`src/rtl/nsa_pkg.sv`:
```
// rtl/nsa_pkg.sv - shared constants and types for the nibble-serial adder
// Purpose: nibble width, FSM state encoding and nibble-index width helper.
// Ports: none (package).
package nsa_pkg;

  localparam int NIB_W = 4;

  typedef enum logic {
    IDLE = 1'b0,
    RUN  = 1'b1
  } state_t;

  // Width of the nibble index counter; never narrower than one bit.
  function automatic int idx_width(input int n_nibbles);
    return (n_nibbles > 1) ? $clog2(n_nibbles) : 1;
  endfunction

endpackage

```
`src/rtl/bit_4.sv`:
```
// rtl/bit_4.sv - 4-bit ripple-carry adder
// Purpose: combinational A + B + cin built from a chain of full adders.
// Ports:
//   A, B  in  4  addends
//   cin   in  1  carry in
//   S     out 4  sum
//   cout  out 1  carry out
module bit_4 (
  input  logic [3:0] A,
  input  logic [3:0] B,
  input  logic       cin,
  output logic [3:0] S,
  output logic       cout
);

  logic [4:0] w_c;

  always_comb begin
    w_c    = '0;
    S      = '0;
    w_c[0] = cin;
    for (int i = 0; i < 4; i++) begin
      S[i]     = A[i] ^ B[i] ^ w_c[i];
      w_c[i+1] = (A[i] & B[i]) | (w_c[i] & (A[i] ^ B[i]));
    end
    cout = w_c[4];
  end

endmodule

```
`src/rtl/nibble_serial_adder.sv`:
```
// rtl/nibble_serial_adder.sv - W-bit adder reusing one bit_4, one nibble per clock
// Purpose: start/busy/done multi-cycle adder, LSB nibble first.
// Ports:
//   clk, rst    in   1  clock, async active-high reset
//   start       in   1  request, accepted only when idle
//   a, b        in   W  operands, latched with an accepted start
//   cin         in   1  carry into the LSB nibble
//   busy        out  1  addition in progress
//   done        out  1  one-cycle completion pulse
//   sum         out  W  result, held until the next completion
//   cout, ovf   out  1  carry out and two's-complement overflow
module nibble_serial_adder
  import nsa_pkg::*;
#(
  parameter int N_NIBBLES = 4
) (
  input  logic                       clk,
  input  logic                       rst,
  input  logic                       start,
  input  logic [NIB_W*N_NIBBLES-1:0] a,
  input  logic [NIB_W*N_NIBBLES-1:0] b,
  input  logic                       cin,
  output logic                       busy,
  output logic                       done,
  output logic [NIB_W*N_NIBBLES-1:0] sum,
  output logic                       cout,
  output logic                       ovf
);

  localparam int W     = NIB_W * N_NIBBLES;
  localparam int IDX_W = idx_width(N_NIBBLES);
  localparam logic [IDX_W-1:0] LAST_IDX = IDX_W'(N_NIBBLES - 1);

  state_t             r_state;
  state_t             w_state_nxt;
  logic               w_accept;
  logic               w_last;
  logic [IDX_W-1:0]   r_idx;
  logic [W-1:0]       r_op_a;
  logic [W-1:0]       r_op_b;
  logic [W-1:0]       r_res;
  logic               r_carry;
  logic               r_sign_a;
  logic               r_sign_b;
  logic [W-1:0]       r_sum;
  logic               r_cout;
  logic               r_ovf;
  logic               r_done;
  logic [NIB_W-1:0]   w_nib_s;
  logic               w_nib_cout;
  logic [W-1:0]       w_res_nxt;

  bit_4 u_bit_4 (
    .A    (r_op_a[NIB_W-1:0]),
    .B    (r_op_b[NIB_W-1:0]),
    .cin  (r_carry),
    .S    (w_nib_s),
    .cout (w_nib_cout)
  );

  // Each nibble sum enters at the top so the first (LSB) nibble ends at bit 0.
  assign w_res_nxt = {w_nib_s, r_res[W-1:NIB_W]};

  always_ff @(posedge clk or posedge rst) begin
    if (rst) r_state <= IDLE;
    else     r_state <= w_state_nxt;
  end

  always_comb begin
    w_state_nxt = r_state;
    w_accept    = 1'b0;
    w_last      = 1'b0;
    case (r_state)
      IDLE: begin
        if (start) begin
          w_accept    = 1'b1;
          w_state_nxt = RUN;
        end
      end
      RUN: begin
        if (r_idx == LAST_IDX) begin
          w_last      = 1'b1;
          w_state_nxt = IDLE;
        end
      end
      default: w_state_nxt = IDLE;
    endcase
  end

  always_ff @(posedge clk or posedge rst) begin
    if (rst) begin
      r_idx    <= '0;
      r_op_a   <= '0;
      r_op_b   <= '0;
      r_res    <= '0;
      r_carry  <= 1'b0;
      r_sign_a <= 1'b0;
      r_sign_b <= 1'b0;
      r_sum    <= '0;
      r_cout   <= 1'b0;
      r_ovf    <= 1'b0;
      r_done   <= 1'b0;
    end else begin
      r_done <= w_last;
      if (w_accept) begin
        r_op_a   <= a;
        r_op_b   <= b;
        r_carry  <= cin;
        r_sign_a <= a[W-1];
        r_sign_b <= b[W-1];
        r_idx    <= '0;
      end else if (r_state == RUN) begin
        r_op_a  <= {{NIB_W{1'b0}}, r_op_a[W-1:NIB_W]};
        r_op_b  <= {{NIB_W{1'b0}}, r_op_b[W-1:NIB_W]};
        r_res   <= w_res_nxt;
        r_carry <= w_nib_cout;
        r_idx   <= r_idx + IDX_W'(1);
      end
      // Published outputs only move on the final nibble so the previous
      // result stays visible throughout RUN.
      if (w_last) begin
        r_sum  <= w_res_nxt;
        r_cout <= w_nib_cout;
        r_ovf  <= (r_sign_a == r_sign_b) && (w_nib_s[NIB_W-1] != r_sign_a);
      end
    end
  end

  assign busy = (r_state == RUN);
  assign done = r_done;
  assign sum  = r_sum;
  assign cout = r_cout;
  assign ovf  = r_ovf;

endmodule

```
`config.mk`:
```
export PLATFORM = sky130hd
export DESIGN_NAME = nibble_serial_adder
export DESIGN_NICKNAME = d
export VERILOG_FILES = /design/src/rtl/nsa_pkg.sv /design/src/rtl/bit_4.sv /design/src/rtl/nibble_serial_adder.sv
export SDC_FILE = /design/constraint.sdc
export NUM_CORES = 1
export LEC_CHECK = 0
export ABC_AREA = 1
export BUFFER_PORTS_ARGS = -buffer_cell sky130_fd_sc_hd__buf_2
export CORE_MARGIN = 1
export CORE_UTILIZATION = 26
export DETAILED_ROUTE_END_ITERATION = 6
export SYNTH_ARGS = -nofsm -noshare
export SYNTH_HDL_FRONTEND = slang
export SYNTH_SLANG_ARGS = --single-unit
```
`constraint.sdc`:
```
create_clock -name clk -period 2.3 [get_ports clk]
set_clock_uncertainty 0.05 [all_clocks]
set_input_delay 0.575 -clock clk [delete_from_list [all_inputs] [get_ports clk]]
set_output_delay 0.575 -clock clk [all_outputs]
set_load 0.005 [all_outputs]
```
==> impl_metrics.json, run 1 <==
{
  "syn_area_sq_um": 2810,
  "grt_overflow": 0,
  "power_leakage_nw": 1.73,
  "finish.net_count": 411,
  "regToRegEndpoint": "ovf",
  "finalSetupViolCount": 1,
  "drt-met1-wl_mm": 2.97,
  "cts-hold-fix-buffers": 0,
  "layout_commonest_cell": "nand2_1",
  "vias": 2131,
  "violations": "negative setup slack",
  "cts.htree.levels": 3,
  "wl_per_cell_um": 12.0,
  "layout_setup_ws_ps": -1.79,
  "drv_cap": 0,
  "mostFrequentLayoutCells": "nand2_1, dfrtp_1, buf_2",
  "cp.buffers_inverters": 3,
  "portBuffers": 55,
  "rows": 37,
  "drt-pass1-iter-count": 4,
  "rsz0062_at_grt": "yes",
  "synth_area_leader_cell": "dfrtp_1",
  "critPathRequiredTime_ps": 2470,
  "ir_worst_vdd_mv": 0.445,
  "cts_tree": "built",
  "grt_max_degree": 70,
  "gp_congestion": 0.712,
  "synth_area_leaders": "dfrtp_1, nand2_1, inv_1",
  "cts-root-buf": "clkbuf_8",
  "slew_viol_final": 0,
  "crit_path_top_delay_cell": "fa_2",
  "crit_path_max_fanout": 3,
  "synth_area_per_cell_sq_um": 9.10,
  "cts.sink_count": 69,
  "hold_viol": 0,
  "crit_path_max_incr_delay_ps": 450,
  "power_density_nw_per_um2": 1200,
  "grt_pass1_wl_mm": 10.8,
  "topRoutingLayerUsed": "met4",
  "crit_arrival_ps": 2480,
  "path_cells": "fa_2 -> inv_2 -> fa_1 -> inv_1 -> fa_2 -> inv_2 -> fa_2 -> nand2_1 -> nand2_1 -> nand3_1 -> nand2_1",
  "numCtsBuffers": 9,
  "path_class": "reg -> reg",
  "drc": 0,
  "die_x_um": 106,
  "routed-wl-met3_um": 221,
  "ios": 56,
  "r2r_setup_slack_ps": -2,
  "status": "complete, but fails checks",
  "met2_length_mm": 2.81,
  "r2r-start": "r_carry",
  "grt_antenna_before_repair": 0,
  "drive_gt1_frac": 0.239,
  "tightest_slew_ps": 611,
  "synth_warnings": 0,
  "drt-initial-drc-count": 144,
  "yosysSeqAreaShare": 0.614,
  "track_usage": 0.123,
  "crit_family": "adder cells",
  "first_global_vias": 2248,
  "antenna_cells": 0,
  "endpoint_kind": "register",
  "cts_buffer_depth": 2,
  "synth_top_area_frac": 0.614,
  "syn_inst": 309,
  "core_sq_um": 10400,
  "postLayoutCellArea_sq_um": 3470,
  "final.setup.tns_ps": -1.79,
  "fmax_mhz": 434,
  "cts_setup_buffers": 0,
  "via_per_inst": 4.19,
  "initial_core_util": 0.270,
  "die-area_sq_um": 11200,
  "fp.dieH_um": 106,
  "max_slew_margin": 0.591,
  "syn-num-nets": 350,
  "ys_types": 14,
  "r2r_cells": 11,
  "cp_num_cells": 11,
  "wl_mm": 6.08,
  "placed_area_sq_um": 3300,
  "clock_latency_ps": 340,
  "min_period_ps": 2300,
  "ys_ff_latch": 69,
  "hpwl_mm": 4.35,
  "hold_class": "in -> async",
  "startpoint_type": "register",
  "clk_pin_slew_ps": 70,
  "fillers": 1139,
  "post-route-period-util": 1.00,
  "areaGrowthSynthToFinish_pct": 23.5,
  "ant_nets": 0
}
==> how the worst max path moves through the flow <==
stage | from | endpoint | slack, ps
after floorplan | r_op_a[0] | ovf | 10
after global placement | r_op_a[0] | ovf | -30
after detailed placement | r_op_a[0] | ovf | -90
after CTS | r_carry | ovf | -8
after global routing | r_carry | ovf | -80
final | r_carry | ovf | -2
==> cell usage after synthesis (all sizes together) <==
cell,n
inv,32
nor2,3
ha,1
o22ai,1
fa,4
clkbuf,6
o211ai,8
nand3,18
o21ai,36
nand2,123
buf,8
dfrtp,69
==> worst reg2reg max path: stages (launching register included) <==
cell     delay (ps)
dfrtp_1         410
fa_2            390
inv_2            60
fa_1            150
inv_1            50
fa_2            330
inv_2            60
fa_2            450
nand2_1          70
nand2_1          40
nand3_1          70
nand2_1          50
==> timing repair <==
action,in CTS,in global routing
setup endpoints to repair,3,3
gates resized for setup,5,2
pin swaps,4,1
==> state kept, by name, summed over array words and instances (netlist names) <==
name / cells
r_op_a: 16
r_op_b: 16
sum: 16
r_res: 12
r_idx: 2
busy: 1
cout: 1
done: 1
ovf: 1
r_carry: 1
r_sign_a: 1
r_sign_b: 1
==> metrics by stage <==
stage               utilization  hold slack, ps  setup slack, ps  std cells  power (mW)
detailed placement        0.316             416            -90.7        495        3.35
finish                    0.333             289            -1.79        509        4.18
floorplan                     -             396             14.9        309        2.80
global placement          0.316             406            -34.8        495        3.27
global route              0.333             300            -75.6        509        4.58
CTS                       0.333             297            -8.14        509        4.23
==> cell type report <==
cell class	instances	area, sq um	area share
inverters	32	124	0.0357
multi-input cells	194	918	0.265
well taps	136	170	0.0490
clock buffers	12	155	0.0447
repair buffers	64	368	0.106
clock inverters	2	10.0	0.00288
flip-flops and latches	69	1730	0.497
==> routing by layer <==
layer | global-route usage | vias up
met1 | 0.159 | 983
met4 | 0.0506 | 0
met2 | 0.195 | 49
met5 | 0 | -
met3 | 0.0331 | 10
li1 | - | 1089
==> cells by family after synthesis <==
logic type	synth area share
simple gates	0.200
flops	0.614
buf+inv	0.0650
compound gates	0.0877
fa+ha+maj	0.0329
==> report_power, final <==
| group | leakage, nW | switching, mW | total, mW | internal [mW] |
|---|---|---|---|---|
| Clock | 0.0881 | 0.408 | 0.843 | 0.435 |
| Combinational | 0.747 | 0.783 | 1.37 | 0.592 |
| Sequential | 0.900 | 0.281 | 1.96 | 1.68 |
| Total | 1.73 | 1.47 | 4.18 | 2.71 |
(Power assumes the default switching activity.)
==> inputs of run 2 (changes only) <==
- BUFFER_PORTS_ARGS: -buffer_cell sky130_fd_sc_hd__buf_2 -> unset
- DONT_BUFFER_PORTS: unset -> 1
==> run 2 against run 1 <==
  * The flow now finishes without violations
  * Non-clock buffer count decreased by 54
  * Maximum frequency increased by 1.0%
  * Final area decreased by 7.0%
  * Clock power increased by 13%
  * Power decreased by 0.87%
  * Sequential share of layout area increased by 3.7 points
  * First-iteration DRC count unchanged
  * Register-to-register slack improved by 20 ps
  * Count of clock-buffer cells in the layout decreased by 1
  * Combinational power decreased by 12%
  * Global-route usage decreased by 0.26 points
  * Critical path type unchanged
  * Largest cell class unchanged
==> impl_metrics.json, run 2 (synthesis results as in run 1) <==
{
  "clk_pin_slew_ps": 70,
  "p_switching_mw": 1.45,
  "internal_power_mw": 2.70,
  "drc": 0,
  "ant_nets": 0,
  "rows": 37,
  "path_class": "reg -> reg",
  "slew_viol_final": 0,
  "layout_setup_ws_ps": 21.3,
  "drt-initial-drc-count": 144,
  "mostFrequentLayoutCells": "nand2_1, dfrtp_1, inv_1",
  "max_slew_margin": 0.540,
  "clkPwrFrac": 0.231,
  "grt_pass1_wl_mm": 10.3,
  "final.setup.tns_ps": 0,
  "layout_commonest_cell": "nand2_1",
  "initial_core_util": 0.270,
  "crit_path_top_delay_cell": "fa_1",
  "wl_per_cell_um": 13.0,
  "via_per_inst": 4.35,
  "endpoint_kind": "register",
  "fp.dieH_um": 106,
  "cts-hold-fix-buffers": 0,
  "core_sq_um": 10400,
  "startpoint_type": "register",
  "hold_ws_ps": 149,
  "crit_path_max_fanout": 3,
  "cts.sink_count": 69,
  "gp_congestion": 0.738,
  "drt-pass1-iter-count": 4,
  "ios": 56,
  "fin_util": 0.310,
  "hold_viol": 0,
  "grt_max_degree": 40,
  "track_usage": 0.120,
  "fmax_mhz": 439,
  "rsz0062_at_grt": "yes",
  "switching_share": 0.349,
  "post-route-period-util": 0.991,
  "ir_worst_vdd_mv": 0.440,
  "numCtsBuffers": 9,
  "portBuffers": 0,
  "fillers": 1116,
  "tightest_slew_ps": 688,
  "crit_path_max_incr_delay_ps": 430,
  "drv_cap": 0,
  "dp_cells": 439,
  "critPathRequiredTime_ps": 2520,
  "die_x_um": 106,
  "clock_latency_ps": 340,
  "grt_overflow": 0,
  "status": "finished clean",
  "power_density_nw_per_um2": 1280,
  "cts_buffer_depth": 2,
  "cts.htree.levels": 3,
  "path_cells": "fa_2 -> inv_2 -> fa_2 -> inv_2 -> fa_2 -> inv_2 -> fa_1 -> buf_4 -> o21ai_2",
  "areaGrowthSynthToFinish_pct": 14.9,
  "seqPwrFrac": 0.481,
  "cts-root-buf": "clkbuf_8",
  "cp.buffers_inverters": 4,
  "wl_mm": 5.94,
  "fin_cells": 457,
  "crit_family": "adder cells",
  "crit_arrival_ps": 2500,
  "hpwl_mm": 4.27,
  "finalSetupViolCount": 0,
  "power_leakage_nw": 1.52,
  "drive_gt1_frac": 0.118,
  "grt_antenna_before_repair": 0,
  "vias": 1988,
  "cts_tree": "built",
  "min_period_ps": 2280,
  "preCtsSetupSlack_ps": -56.4,
  "finish.net_count": 357,
  "antenna_cells": 0,
  "die-area_sq_um": 11200,
  "hold_class": "in -> async",
  "first_global_vias": 2025,
  "comb_power_share": 0.289
}
[run 2: worst reg2reg max path: stages (launching register included)]
cell	delay [ps]
dfrtp_1	400
fa_2	390
inv_2	60
fa_2	180
inv_2	40
fa_2	320
inv_2	60
fa_1	430
buf_4	160
o21ai_2	120
[run 2: repair_timing]
action	CTS	global route
gates cloned	0	0
buffers inserted	1	1
pin swaps	4	1
hold endpoints to repair	0	0
gates resized for setup	7	1
setup endpoints to repair	3	3
[run 2: area by class of cell]
class	count	area (sq um)	share of cell area
Clock inverter	5	50.0	0.0155
Timing Repair Buffer	10	100	0.0310
Tap cell	136	170	0.0527
Sequential cell	69	1730	0.534
Inverter	32	124	0.0383
Clock buffer	11	141	0.0438
Multi-Input combinational cell	194	918	0.284
[run 2: worst paths after layout]
check / cells after the start / slack (ps) / start / end
min reg2reg: 2 / 440 / r_op_b[15] / r_op_b[15]
min in group clk: 2 / 300 / b[3] / r_op_b[3]
min: 1 / 150 / rst / sum[4]
max: 9 / 20 / r_carry / r_res[15]
max reg2reg: 9 / 20 / r_carry / r_res[15]
max in group asynchronous: 2 / 1430 / rst / r_op_a[4]
[run 2: power by group through the flow]
| stage | Combinational [mW] | Sequential (mW) | Clock (mW) |
|---|---|---|---|
| floorplan | 0.880 | 1.92 | 0 |
| global placement | 1.13 | 2.00 | 0 |
| detailed placement | 1.17 | 2.02 | 0 |
| CTS | 1.22 | 2.00 | 0.993 |
| global route | 1.41 | 2.06 | 1.05 |
| finish | 1.20 | 1.99 | 0.956 |
[run 2: metal layers]
layer,track usage,up-vias,wire [um]
met5,0,-,0
met4,0.0506,0,99
met3,0.0490,10,408
met2,0.190,60,2750
met1,0.145,933,2680
li1,-,985,-
[run 2: metrics by stage]
step / cell area, sq um / power (mW)
3_3_place_gp: 3010 / 3.13
4_1_cts: 3220 / 4.21
6_report: 3230 / 4.15
5_1_grt: 3230 / 4.52
2_1_floorplan: 2820 / 2.80
3_5_place_dp: 3010 / 3.19
